$ cat src/rtl/kernel_launch_ctrl.sv
// Kernel launch front end: host register file, launch FSM, shadowed kernel
// configuration for the block dispatcher, cycle counter and completion irq.
//
// Handshake note: the host port is strobe based. host_wr_en writes in the
// cycle it is high. host_rd_en is answered by host_rd_valid exactly one cycle
// later, with the value the register held before any same-cycle write.
// Dispatcher control follows a plain level protocol: disp_start stays high
// for the whole RUN phase and drops when the controller sees disp_done.
module kernel_launch_ctrl #(
  parameter int ADDR_W   = 8,
  parameter int BLOCK_W  = 8,
  parameter int THREAD_W = 8
) (
  input  logic                clk,
  input  logic                reset,
  input  logic                host_wr_en,
  input  logic                host_rd_en,
  input  logic [2:0]          host_addr,
  input  logic [31:0]         host_wdata,
  output logic [31:0]         host_rdata,
  output logic                host_rd_valid,
  output logic                disp_start,
  output logic                disp_reset,
  input  logic                disp_done,
  output logic [BLOCK_W-1:0]  cfg_num_blocks,
  output logic [THREAD_W-1:0] cfg_threads_per_block,
  output logic [ADDR_W-1:0]   cfg_base_pc,
  output logic                irq,
  output logic [2:0]          dbg_state
);

  typedef enum logic [2:0] {
    S_IDLE  = 3'd0,
    S_PREP  = 3'd1,
    S_RUN   = 3'd2,
    S_DRAIN = 3'd3,
    S_DONE  = 3'd4
  } state_e;

  typedef struct packed {
    logic [BLOCK_W-1:0]  num_blocks;
    logic [THREAD_W-1:0] threads;
    logic [ADDR_W-1:0]   base_pc;
  } kernel_config_t;

  localparam logic [2:0] A_CTRL    = 3'd0;
  localparam logic [2:0] A_NBLK    = 3'd1;
  localparam logic [2:0] A_THREADS = 3'd2;
  localparam logic [2:0] A_PC      = 3'd3;
  localparam logic [2:0] A_STATUS  = 3'd4;
  localparam logic [2:0] A_CYCLES  = 3'd5;

  state_e              state_q, state_d;
  kernel_config_t      shadow_q, shadow_d;
  logic [BLOCK_W-1:0]  num_blocks_q, num_blocks_d;
  logic [THREAD_W-1:0] threads_q, threads_d;
  logic [ADDR_W-1:0]   base_pc_q, base_pc_d;
  logic [31:0]         cycles_q, cycles_d;
  logic                irq_en_q, irq_en_d;
  logic                done_q, done_d;
  logic                aborted_q, aborted_d;
  logic                cfg_err_q, cfg_err_d;
  logic                disp_start_q, disp_start_d;
  logic                disp_reset_q, disp_reset_d;
  logic                irq_q, irq_d;
  logic [31:0]         rdata_q, rdata_d;
  logic                rd_valid_q, rd_valid_d;

  logic wr_ctrl, launch, clear, abort, busy, wr_cfg;
  logic unused_wdata;

  assign unused_wdata = ^host_wdata;

  // Decode the host strobe into control commands.
  always_comb begin
    wr_ctrl = host_wr_en && (host_addr == A_CTRL);
    launch  = wr_ctrl && host_wdata[0];
    clear   = wr_ctrl && host_wdata[1];
    abort   = wr_ctrl && host_wdata[2];
    wr_cfg  = host_wr_en && (host_addr inside {A_NBLK, A_THREADS, A_PC});
    busy    = (state_q inside {S_PREP, S_RUN, S_DRAIN});
  end

  // Next-state logic: FSM, register file, counters and registered outputs.
  always_comb begin
    state_d      = state_q;
    shadow_d     = shadow_q;
    num_blocks_d = num_blocks_q;
    threads_d    = threads_q;
    base_pc_d    = base_pc_q;
    cycles_d     = cycles_q;
    irq_en_d     = irq_en_q;
    done_d       = done_q;
    aborted_d    = aborted_q;
    cfg_err_d    = cfg_err_q;
    rdata_d      = rdata_q;
    rd_valid_d   = host_rd_en;

    if (wr_ctrl) irq_en_d = host_wdata[3];
    if (clear)   cfg_err_d = 1'b0;

    // Config writes during a launch would tear the kernel setup; drop them.
    if (wr_cfg) begin
      if (busy) begin
        cfg_err_d = 1'b1;
      end else begin
        case (host_addr)
          A_NBLK:    num_blocks_d = host_wdata[BLOCK_W-1:0];
          A_THREADS: threads_d    = host_wdata[THREAD_W-1:0];
          default:   base_pc_d    = host_wdata[ADDR_W-1:0];
        endcase
      end
    end

    case (state_q)
      S_IDLE, S_DONE: begin
        // CLEAR is applied before LAUNCH when both arrive together.
        if (state_q == S_DONE && clear) begin
          state_d   = S_IDLE;
          done_d    = 1'b0;
          aborted_d = 1'b0;
        end
        if (launch) begin
          shadow_d  = '{num_blocks: num_blocks_q, threads: threads_q,
                        base_pc: base_pc_q};
          cycles_d  = '0;
          aborted_d = 1'b0;
          if (num_blocks_q == '0) begin
            state_d = S_DONE;
            done_d  = 1'b1;
          end else begin
            state_d = S_PREP;
            done_d  = 1'b0;
          end
        end
      end
      S_PREP: state_d = S_RUN;
      S_RUN: begin
        if (cycles_q != 32'hFFFF_FFFF) cycles_d = cycles_q + 32'd1;
        if (abort) begin
          state_d   = S_DRAIN;
          aborted_d = 1'b1;
        end else if (disp_done) begin
          state_d = S_DRAIN;
        end
      end
      S_DRAIN: begin
        state_d = S_DONE;
        done_d  = 1'b1;
      end
      default: state_d = S_IDLE;
    endcase

    // Outputs are registered from the next state so they line up with it.
    disp_start_d = (state_d == S_RUN);
    disp_reset_d = (state_d == S_PREP) || (state_d == S_DRAIN);
    irq_d        = done_d && irq_en_d;

    if (host_rd_en) begin
      case (host_addr)
        A_CTRL:    rdata_d = {28'd0, irq_en_q, 3'd0};
        A_NBLK:    rdata_d = 32'(num_blocks_q);
        A_THREADS: rdata_d = 32'(threads_q);
        A_PC:      rdata_d = 32'(base_pc_q);
        A_STATUS:  rdata_d = {28'd0, cfg_err_q, aborted_q, done_q, busy};
        A_CYCLES:  rdata_d = cycles_q;
        default:   rdata_d = '0;
      endcase
    end
  end

  // State and register update with synchronous active-high reset.
  always_ff @(posedge clk) begin
    if (reset) begin
      state_q      <= S_IDLE;
      shadow_q     <= '0;
      num_blocks_q <= '0;
      threads_q    <= '0;
      base_pc_q    <= '0;
      cycles_q     <= '0;
      irq_en_q     <= 1'b0;
      done_q       <= 1'b0;
      aborted_q    <= 1'b0;
      cfg_err_q    <= 1'b0;
      disp_start_q <= 1'b0;
      disp_reset_q <= 1'b0;
      irq_q        <= 1'b0;
      rdata_q      <= '0;
      rd_valid_q   <= 1'b0;
    end else begin
      state_q      <= state_d;
      shadow_q     <= shadow_d;
      num_blocks_q <= num_blocks_d;
      threads_q    <= threads_d;
      base_pc_q    <= base_pc_d;
      cycles_q     <= cycles_d;
      irq_en_q     <= irq_en_d;
      done_q       <= done_d;
      aborted_q    <= aborted_d;
      cfg_err_q    <= cfg_err_d;
      disp_start_q <= disp_start_d;
      disp_reset_q <= disp_reset_d;
      irq_q        <= irq_d;
      rdata_q      <= rdata_d;
      rd_valid_q   <= rd_valid_d;
    end
  end

  assign host_rdata            = rdata_q;
  assign host_rd_valid         = rd_valid_q;
  assign disp_start            = disp_start_q;
  assign disp_reset            = disp_reset_q;
  assign irq                   = irq_q;
  assign cfg_num_blocks        = shadow_q.num_blocks;
  assign cfg_threads_per_block = shadow_q.threads;
  assign cfg_base_pc           = shadow_q.base_pc;
  assign dbg_state             = state_q;

endmodule

$ cat config.mk
export PLATFORM = sky130hd
export DESIGN_NAME = kernel_launch_ctrl
export DESIGN_NICKNAME = d
export VERILOG_FILES = /design/src/rtl/kernel_launch_ctrl.sv
export SDC_FILE = /design/constraint.sdc
export NUM_CORES = 1
export LEC_CHECK = 0
export ABC_AREA = 1
export BUFFER_PORTS_ARGS = -buffer_cell sky130_fd_sc_hd__buf_4
export CAP_MARGIN = 20
export CORE_MARGIN = 2
export CORE_UTILIZATION = 50
export CTS_BUF_LIST = sky130_fd_sc_hd__clkbuf_2
export CTS_CLUSTER_SIZE = 16
export DETAILED_ROUTE_END_ITERATION = 8
export PLACE_DENSITY = 0.79
export SKIP_LAST_GASP = 1
export SLEW_MARGIN = 20
export SYNTH_ARGS = -nofsm -noshare
export SYNTH_HDL_FRONTEND = slang
export SYNTH_SLANG_ARGS = --single-unit
export TNS_END_PERCENT = 30
$ cat constraint.sdc
create_clock -name clk -period 1.7 [get_ports clk]
set_input_delay 0.085 -clock clk [delete_from_list [all_inputs] [get_ports clk]]
set_output_delay 0.085 -clock clk [all_outputs]
set_load 0.01 [all_outputs]
Yosys cells after proc, flatten, opt, wreduce, memory -nomap -nowiden --
Cells that the tools add are included.
Operators by class: add/subtract/negate cells 1, equality and inequality tests 17, multiplexer cells 22, bitwise operators 2, reductions and logical operators 22
Operators with widths (number):
- case mux 32 bit (6 select lines) | 1
- 2-to-1 mux 32 bit | 2
- case mux 32 bit (2 select lines) | 1
- adder 32 x 1 -> 32 bit, second input constant | 1
- inequality test 32 bit, second input constant | 1
- == test 3 x 2 -> 1 bit, second input constant | 6
- 2-to-1 mux 3 bit | 5
- AND reduction 3 bit | 5
- case mux 3 bit (4 select lines) | 1
- 2-to-1 mux 1 bit | 10
- == test 3 x 1 -> 1 bit, second input constant | 3
- == test 3 bit, second input constant | 3
- zero test 8 bit | 1
- logical AND 1 bit | 7
- zero test 3 bit | 2
- nonzero test 3 bit | 2
- inequality test 2 bit, second input constant | 2
- case mux 1 bit (2 select lines) | 2
- OR reduction 2 bit | 2
- inequality test 3 bit, second input constant | 1
- inequality test 2 x 1 -> 1 bit, second input constant | 1
- inverter 1 bit | 2
- AND reduction 2 bit | 1
- nonzero test 2 bit | 1
- logical OR 1 bit | 1
Storage, ports and cells: bits in registers 123, bits of input ports 40, output and inout bits 63, word-level logic and storage cells 81

Logic depth before layout (Yosys ltp) --
Gate-level depths: netlist of the first run.
word-level depth 9, gate-level depth with buffers 12, mapped depth without buffers 12

Worst setup path before layout of the first run --
No wires, ideal clock.
kind register -> register, start point register cycles_q[0], end point register cycles_q[11], setup time 0.071 ns, arrival time 1.588 ns, data required time 1.629 ns, setup slack 0.041 ns, cell stages (with the launch flop) 11, path buffers 1, clock period less this slack 1.659 ns, cells stage by stage dfxtp_1 -> ha_1 -> inv_1 -> nor2_4 -> nand2_4 -> nor2_8 -> nand3_4 -> nand2_8 -> buf_12 -> nand2_1 -> a21oi_2
Between the ends: word-level cells in the longest chain between the ends 3, elaborated cells on any way between the ends 6, those cells by class 1 x add/sub; 2 x eq/ne; 2 x mux; 1 x reduce/logical
RTL lines:
- start, declared | line 58 | logic [31:0] cycles_q, cycles_d;
- start signal, assigned | line 196 | cycles_q <= cycles_d;
- adder 32 x 1 -> 32 bit or inequality test 32 bit (tied branches) | line 139 | if (cycles_q != 32'hFFFF_FFFF) cycles_d = cycles_q + 32'd1;
- 2-to-1 mux 32 bit or inequality test 2 x 1 -> 1 bit (tied branches)
- case mux 32 bit (2 select lines) or AND reduction 3 bit (tied branches)
Parallel ways exist; a longest one is shown, timed or not. The select of a mux whose other input is x is not followed. A chain may end at the register's enable or synchronous reset.

Worst setup path after layout of the first run --
start point input port host_addr[2], end point register base_pc_q[2]
Between the ends: word-level cells in the longest chain between the ends 4, elaborated cells on any way between the ends 8, those cells by class 3 x eq/ne; 1 x bitwise; 4 x reduce/logical
RTL lines:
- start, declared | line 18 | input logic [2:0] host_addr,
- == test 3 x 1 -> 1 bit, or another cell as far along | line 80, 107
- nonzero test 3 bit or OR reduction 2 bit (tied branches)
- logical AND 1 bit or inverter 1 bit (tied branches)
- AND reduction 3 bit (no line) (*)
- end signal, assigned | line 195 | base_pc_q <= base_pc_d;
- end, declared | line 57 | logic [ADDR_W-1:0] base_pc_q, base_pc_d;
Every way passes the cells marked *; elsewhere a longest branch is shown, timed or not.

==> results.sh, run 1 <==
export IMPL_dp_cells=1024
export IMPL_grt_max_degree=76
export IMPL_wire_per_inst_um=14.6
export IMPL_overflow=0
export IMPL_synthMostInstantiatedCell="nand2_1"
export IMPL_final_cells=1083
export IMPL_layout_drive_gt1_share_pct=27.6
export IMPL_min_period_over_period_pct=98.8
export IMPL_clockBufferDepth=2
export IMPL_syn_avg_cell_area_um2=7.09
export IMPL_clk_pin_slew_ns=0.20
export IMPL_cap_viol_max_count=0
export IMPL_ys_async_sr_fraction_pct=0
export IMPL_netlist_instances=789
export IMPL_dieArea_um2=12100
export IMPL_worst_slack_ns=0.0197
export IMPL_reg2reg_from="cycles_q[13]"
export IMPL_pre_cts_ws_ns=-0.0527
export IMPL_grt_pass1_vias=5213
export IMPL_start_util_pct=51.4
export IMPL_synthDistinctLibCells=37
export IMPL_rsz0062_at_grt="yes"
export IMPL_grt_antenna_before_repair=0
export IMPL_regToRegSetupSlack_ns=0.04
export IMPL_rows=38
export IMPL_critPathKind="primary input to flop"
export IMPL_die_height_um=110
export IMPL_yosys_warnings=0
export IMPL_crit_fanout=9
export IMPL_crit_arrival_ns=2.32
export IMPL_ys_seq_area_share_pct=44.0
export IMPL_pwr_share_clk_pct=33.0
export IMPL_p_per_area_nw_per_um2=713
export IMPL_netlist_top_cells_count="178 x nand2_1, 123 x dfxtp_1, 104 x nor2_1"
export IMPL_hold_viol=0
export IMPL_grt_pass1_wl_um=25000
export IMPL_drt_iter0_markers=572
export IMPL_drc=0
export IMPL_dr_total_vias=5751
export IMPL_synth_top_cell_by_area="dfxtp_1"
export IMPL_min_period_ns=1.68
export IMPL_area_growth_pct=28.1
export IMPL_syn_num_nets=830
export IMPL_r2r_cells=8
export IMPL_pin_count=103
export IMPL_finalWeightedCongestion=0.971
export IMPL_gr_usage_all_layers_pct=27.1
export IMPL_synth_top_cell_area_share_pct=44.0
export IMPL_h_tree_depth=4
export IMPL_dpl_instance_area_um2=6590
export IMPL_synth_area_leaders="dfxtp_1 44%, nand2_1 12%, o21ai_0 7.5%, nor2_1 7.0%, a21oi_1 6.5%"
export IMPL_cts_tree="done"
export IMPL_worst_pin_slew_ns=0.584
export IMPL_wl_um=15800
export IMPL_max_slew_margin_rel_pct=61.0
export IMPL_syn_area_um2=5600
export IMPL_synth_flop_cell="dfxtp_1"
export IMPL_finalMaxSlewViolations=0
export IMPL_design_area_um2=7170
export IMPL_ant_nets=0
export IMPL_hp_start="host_wdata[7]"
export IMPL_power_switching_w=0.00145
export IMPL_final_setup_skew_ns=0.0177
export IMPL_cts_sinks=123
export IMPL_p_leak_nw=2.85
export IMPL_die_w_um=110
export IMPL_seqPwrFrac_pct=58.4
export IMPL_core_area_um2=10900
export IMPL_antenna_cells=0
export IMPL_via_per_inst=5.31
export IMPL_end_kind="flop"
export IMPL_hpwlAfterDp_um=11000
export IMPL_timing_fmax_mhz=595
export IMPL_startpoint_type="primary input"
export IMPL_cp_required_ns=2.34
export IMPL_port_buffers=78
export IMPL_cts_buffers_inserted=17
export IMPL_firstDrtPassIters=5
export IMPL_min_path_type="primary input to flop"
export IMPL_hold_end="base_pc_q[7]"
export IMPL_synth_edf_count=0
export IMPL_status="completed"
export IMPL_insertion_delay_ns=0.69
export IMPL_final_nets=971
export IMPL_total_power_w=0.00511
export IMPL_p_sw_share_pct=28.4
export IMPL_synth_seq_cells=123
export IMPL_intPower_w=0.00366
export IMPL_pwr_share_comb_pct=8.6
export IMPL_rr_endpoint="cycles_q[4]"
export IMPL_setup_viol=0
export IMPL_min_path_cells=4
export IMPL_peakVddDrop_mv=0.342
export IMPL_cts_root_buf="clkbuf_2"
sequential cells by signal, indices dropped and copies added, names as in the netlist:
signal	count
cfg_threads_per_block	8
done_q	1
dbg_state	3
irq	1
cfg_num_blocks	8
disp_reset	1
host_rdata	32
cycles_q	32
host_rd_valid	1
base_pc_q	8
threads_q	8
cfg_err_q	1
aborted_q	1
cfg_base_pc	8
irq_en_q	1
disp_start	1
num_blocks_q	8
worst max-delay path, cell delays in order:
cell and delay, ns:
dlygate4sd3_1 0.54, buf_4 0.14, inv_1 0.11, nand2_1 0.11, nand2_1 0.09, nand2_1 0.07, dlygate4sd3_1 0.56, inv_1 0.07
nand2_1 0.18, inv_4 0.17, o21ai_1 0.07, a21oi_1 0.13
power by group through the flow:
stage	combinational (W)	sequential, W	clock [W]
floorplan	0.000201	0.00306	0
global placement	0.000389	0.00304	0
detailed placement	0.000395	0.00305	0
CTS	0.000430	0.00299	0.00171
global route	0.000483	0.00299	0.00184
finish	0.000441	0.00298	0.00169
cells in the final DEF, fill, tap and decap left out, types with 6 or more instances in the layout:
| cell | instances |
|---|---|
| o21ai_0 | 84 |
| clkinvlp_4 | 7 |
| nand2_2 | 16 |
| dfxtp_1 | 108 |
| nand2_1 | 176 |
| nor2_1 | 92 |
| buf_4 | 132 |
| dlygate4sd3_1 | 17 |
| a21oi_2 | 19 |
| nor2_2 | 13 |
| dfxtp_2 | 13 |
| nand3_1 | 36 |
| nand4_1 | 7 |
| a21oi_1 | 73 |
| or2_2 | 6 |
| clkbuf_2 | 18 |
| clkinv_1 | 6 |
| inv_1 | 57 |
cells by family after synthesis:
kind of cell	after synthesis	synth area share (%)
DFF	123	44.0
adders and majority gates	1	0.223
and+or+nand+nor	369	28.6
buffers and inverters	103	7.85
xor gates and xnor gates	5	0.782
AOI/OAI and AO/OA	188	18.5
area by class of cell:
type                            instances  area [um2]
Inverter                               69         262
Tap cell                              140         175
Fill cell                             943        3710
Clock buffer                           18        90.1
Clock inverter                         14         124
Timing Repair Buffer                  155        1250
Multi-Input combinational cell        564        2790
Sequential cell                       123        2490
per-stage QoR:
step / hold slack (ns) / utilization, % / TNS, ns
after global routing: 0.179 / 65.9 / -0.671
final: 0.233 / 65.9 / 0
after floorplan: 0.234 / - / 0
after detailed placement: 0.369 / 60.5 / -0.401
after CTS: 0.166 / 64.6 / 0
after global placement: 0.360 / 60.5 / -0.0132
how the worst max path moves through the flow:
stage | startpoint | to | slack [ns]
finish | host_addr[2] | base_pc_q[2] | 0.02
global placement | dbg_state[0] | cycles_q[19] | -0.008
detailed placement | dbg_state[0] | cycles_q[19] | -0.05
CTS | cycles_q[2] | cycles_q[9] | 0.003
global route | host_addr[2] | base_pc_q[2] | -0.1
floorplan | cycles_q[0] | cycles_q[11] | 0.04
metal layers:
layer	global-route usage (%)	up-vias	part of all wire, %
li1	-	2853	-
met1	36.1	2613	45
met2	41.7	247	45
met3	7.77	38	7.9
met4	9.76	0	2.4
met5	0	-	0
what timing repair did:
item,in CTS,in global routing
endpoints found under the setup margin,31,56
resized for setup,10,36
pin swaps,2,12
endpoints found under the hold margin,123,0
gates cloned,1,0
hold buffers,17,0
buffers inserted,4,5
Note: power is estimated with default switching activity, not from simulation.
==> run 2, diff against run 1 <==
CELL_PAD_IN_SITES_DETAIL_PLACEMENT = 0   (was not set)
CELL_PAD_IN_SITES_GLOBAL_PLACEMENT = 1   (was not set)
CORE_UTILIZATION = 37   (was 50)
PLACE_DENSITY = 0.81   (was 0.79)
==> results.sh, run 2 (same netlist as run 1, synthesis figures left out) <==
export IMPL_cp_depth=11
export IMPL_cp_required_ns=2.36
export IMPL_wire_per_inst_um=14.2
export IMPL_critPathLaunch="cycles_q[1]"
export IMPL_pre_cts_ws_ns=0.0235
export IMPL_max_slew_margin_rel_pct=65.6
export IMPL_cts_buffers_inserted=17
export IMPL_total_power_w=0.00549
export IMPL_setup_viol=0
export IMPL_via_per_inst=4.88
export IMPL_timing_fmax_mhz=622
export IMPL_crit_arrival_ns=2.27
export IMPL_cts_sinks=123
export IMPL_clockBufferDepth=2
export IMPL_area_growth_pct=29.4
export IMPL_layout_drive_gt1_share_pct=26.3
export IMPL_hpwlAfterDp_um=11800
export IMPL_pin_count=103
export IMPL_design_area_um2=7250
export IMPL_final_setup_skew_ns=0.0212
export IMPL_endpoint="cycles_q[14]"
export IMPL_grt_pass1_wl_um=25600
export IMPL_drt_iter0_markers=388
export IMPL_hold_ws_ns=0.168
export IMPL_path_cells="ha_2 > inv_2 > nor2_4 > nand2_4 > nor2_8 > nand3_4 > nand2_8 > buf_12 > buf_12 > nand2_2 > a21oi_2"
export IMPL_reg2reg_from="cycles_q[1]"
export IMPL_status="completed"
export IMPL_overflow=0
export IMPL_startpoint_type="flop"
export IMPL_port_buffers=78
export IMPL_worst_pin_slew_ns=0.516
export IMPL_crit_top_cell="buf_12"
export IMPL_min_period_ns=1.61
export IMPL_finalWeightedCongestion=0.858
export IMPL_clk_pin_slew_ns=0.18
export IMPL_grt_pass1_vias=5012
export IMPL_cp_top_family="simple AND/OR/NAND/NOR gates"
export IMPL_ant_nets=0
export IMPL_firstDrtPassIters=5
export IMPL_end_kind="flop"
export IMPL_die_w_um=127
export IMPL_worst_slack_ns=0.0924
export IMPL_p_leak_nw=2.91
export IMPL_min_path_type="primary input to flop"
export IMPL_hold_viol=0
export IMPL_grt_antenna_before_repair=1
export IMPL_crit_fanout=6
export IMPL_start_util_pct=38.2
export IMPL_slowest_delay_ns=0.39
export IMPL_die_height_um=127
export IMPL_rsz0062_at_grt="yes"
export IMPL_r2r_cells=11
export IMPL_min_period_over_period_pct=94.6
export IMPL_grt_max_degree=56
export IMPL_dieArea_um2=16100
export IMPL_cp_num_buf_inv=3
export IMPL_cap_viol_max_count=0
export IMPL_cts_root_buf="clkbuf_2"
export IMPL_finalMaxSlewViolations=0
export IMPL_dr_total_vias=5521
export IMPL_dpl_instance_area_um2=6680
export IMPL_layout_common_cells="175 x nand2_1, 137 x buf_4, 112 x dfxtp_1"
export IMPL_rr_endpoint="cycles_q[14]"
export IMPL_gr_usage_all_layers_pct=20.3
export IMPL_final_nets=973
export IMPL_cpMaxStageDelayCell="dfxtp_2"
export IMPL_critPathKind="flop to flop"
export IMPL_rows=44
export IMPL_final_common_cell="nand2_1"
export IMPL_h_tree_depth=4
export IMPL_drc=0
export IMPL_insertion_delay_ns=0.73
export IMPL_peakVddDrop_mv=0.314
export IMPL_p_per_area_nw_per_um2=758
export IMPL_fillCellCount=1490
export IMPL_cts_tree="done"
export IMPL_core_area_um2=14600
export IMPL_regToRegSetupSlack_ns=0.09
export IMPL_wl_um=16100
==> run 2: cell types whose count changed in the layout (fill, tap and decap cells not counted), sizes merged <==
| cell | before | now |
|---|---|---|
| clkinvlp | 7 | 2 |
| nand2 | 196 | 195 |
| bufinv | 1 | 4 |
| clkbuf | 18 | 17 |
| diode | 0 | 2 |
| buf | 138 | 141 |
| clkinv | 11 | 14 |
==> run 2: worst register-to-register path: stages, from the launching register on <==
cell     delay, ns
dfxtp_2       0.39
ha_2          0.19
inv_2         0.05
nor2_4        0.11
nand2_4       0.09
nor2_8        0.12
nand3_4       0.11
nand2_8       0.12
buf_12        0.11
buf_12        0.11
nand2_2       0.05
a21oi_2       0.11
==> run 2: area by class of cell <==
cell class | instances | area (um2) | share of cell area, %
antenna | 2 | 5.00 | 0.0691
clock buffer | 17 | 85.1 | 1.17
clock inverter | 15 | 179 | 2.47
inverter | 69 | 262 | 3.61
multi-input combinational | 563 | 2730 | 37.7
sequential | 123 | 2480 | 34.2
tap | 184 | 230 | 3.18
timing repair buffer | 158 | 1270 | 17.5
==> run 2: power by group <==
part	switching, W	total (W)	leakage (nW)	internal, W
clock network	0.00113	0.00207	0.154	0.000941
registers	0.0000341	0.00298	1.00	0.00295
logic	0.000254	0.000439	1.75	0.000185
==> run 2: timing repair <==
action	CTS	global route
resized for setup	3	29
hold buffers	17	0
buffers inserted	0	7
pin swaps	0	4
endpoints found under the hold margin	123	0
endpoints found under the setup margin	7	51
==> run 2: per-layer routing <==
metal | track usage, % | share of wire, % | up-vias
met2 | 31.0 | 45 | 116
met3 | 4.44 | 4.8 | 17
li1 | - | - | 2869
met1 | 29.1 | 49 | 2519
met4 | 5.43 | 1.1 | 0
met5 | 0 | 0 | -
==> run 2: worst min-delay path by stage <==
stage	slack, ns	end	cells after the start	startpoint
after global routing	0.17	num_blocks_q[7]	4	host_wdata[7]
final	0.17	base_pc_q[5]	4	host_wdata[5]
after CTS	0.14	base_pc_q[5]	4	host_wdata[5]
after global placement	0.36	base_pc_q[5]	3	host_wdata[5]
after detailed placement	0.38	base_pc_q[5]	3	host_wdata[5]
after floorplan	0.23	base_pc_q[2]	2	host_wdata[2]
==> run 2: per-stage QoR <==
step,util [%],TNS (ns),cells
4_1_cts,48.6,0,1122
2_1_floorplan,-,0,789
3_3_place_gp,45.6,0,1073
3_5_place_dp,45.6,0,1073
6_report,49.5,0,1131
5_1_grt,49.5,-0.134,1131
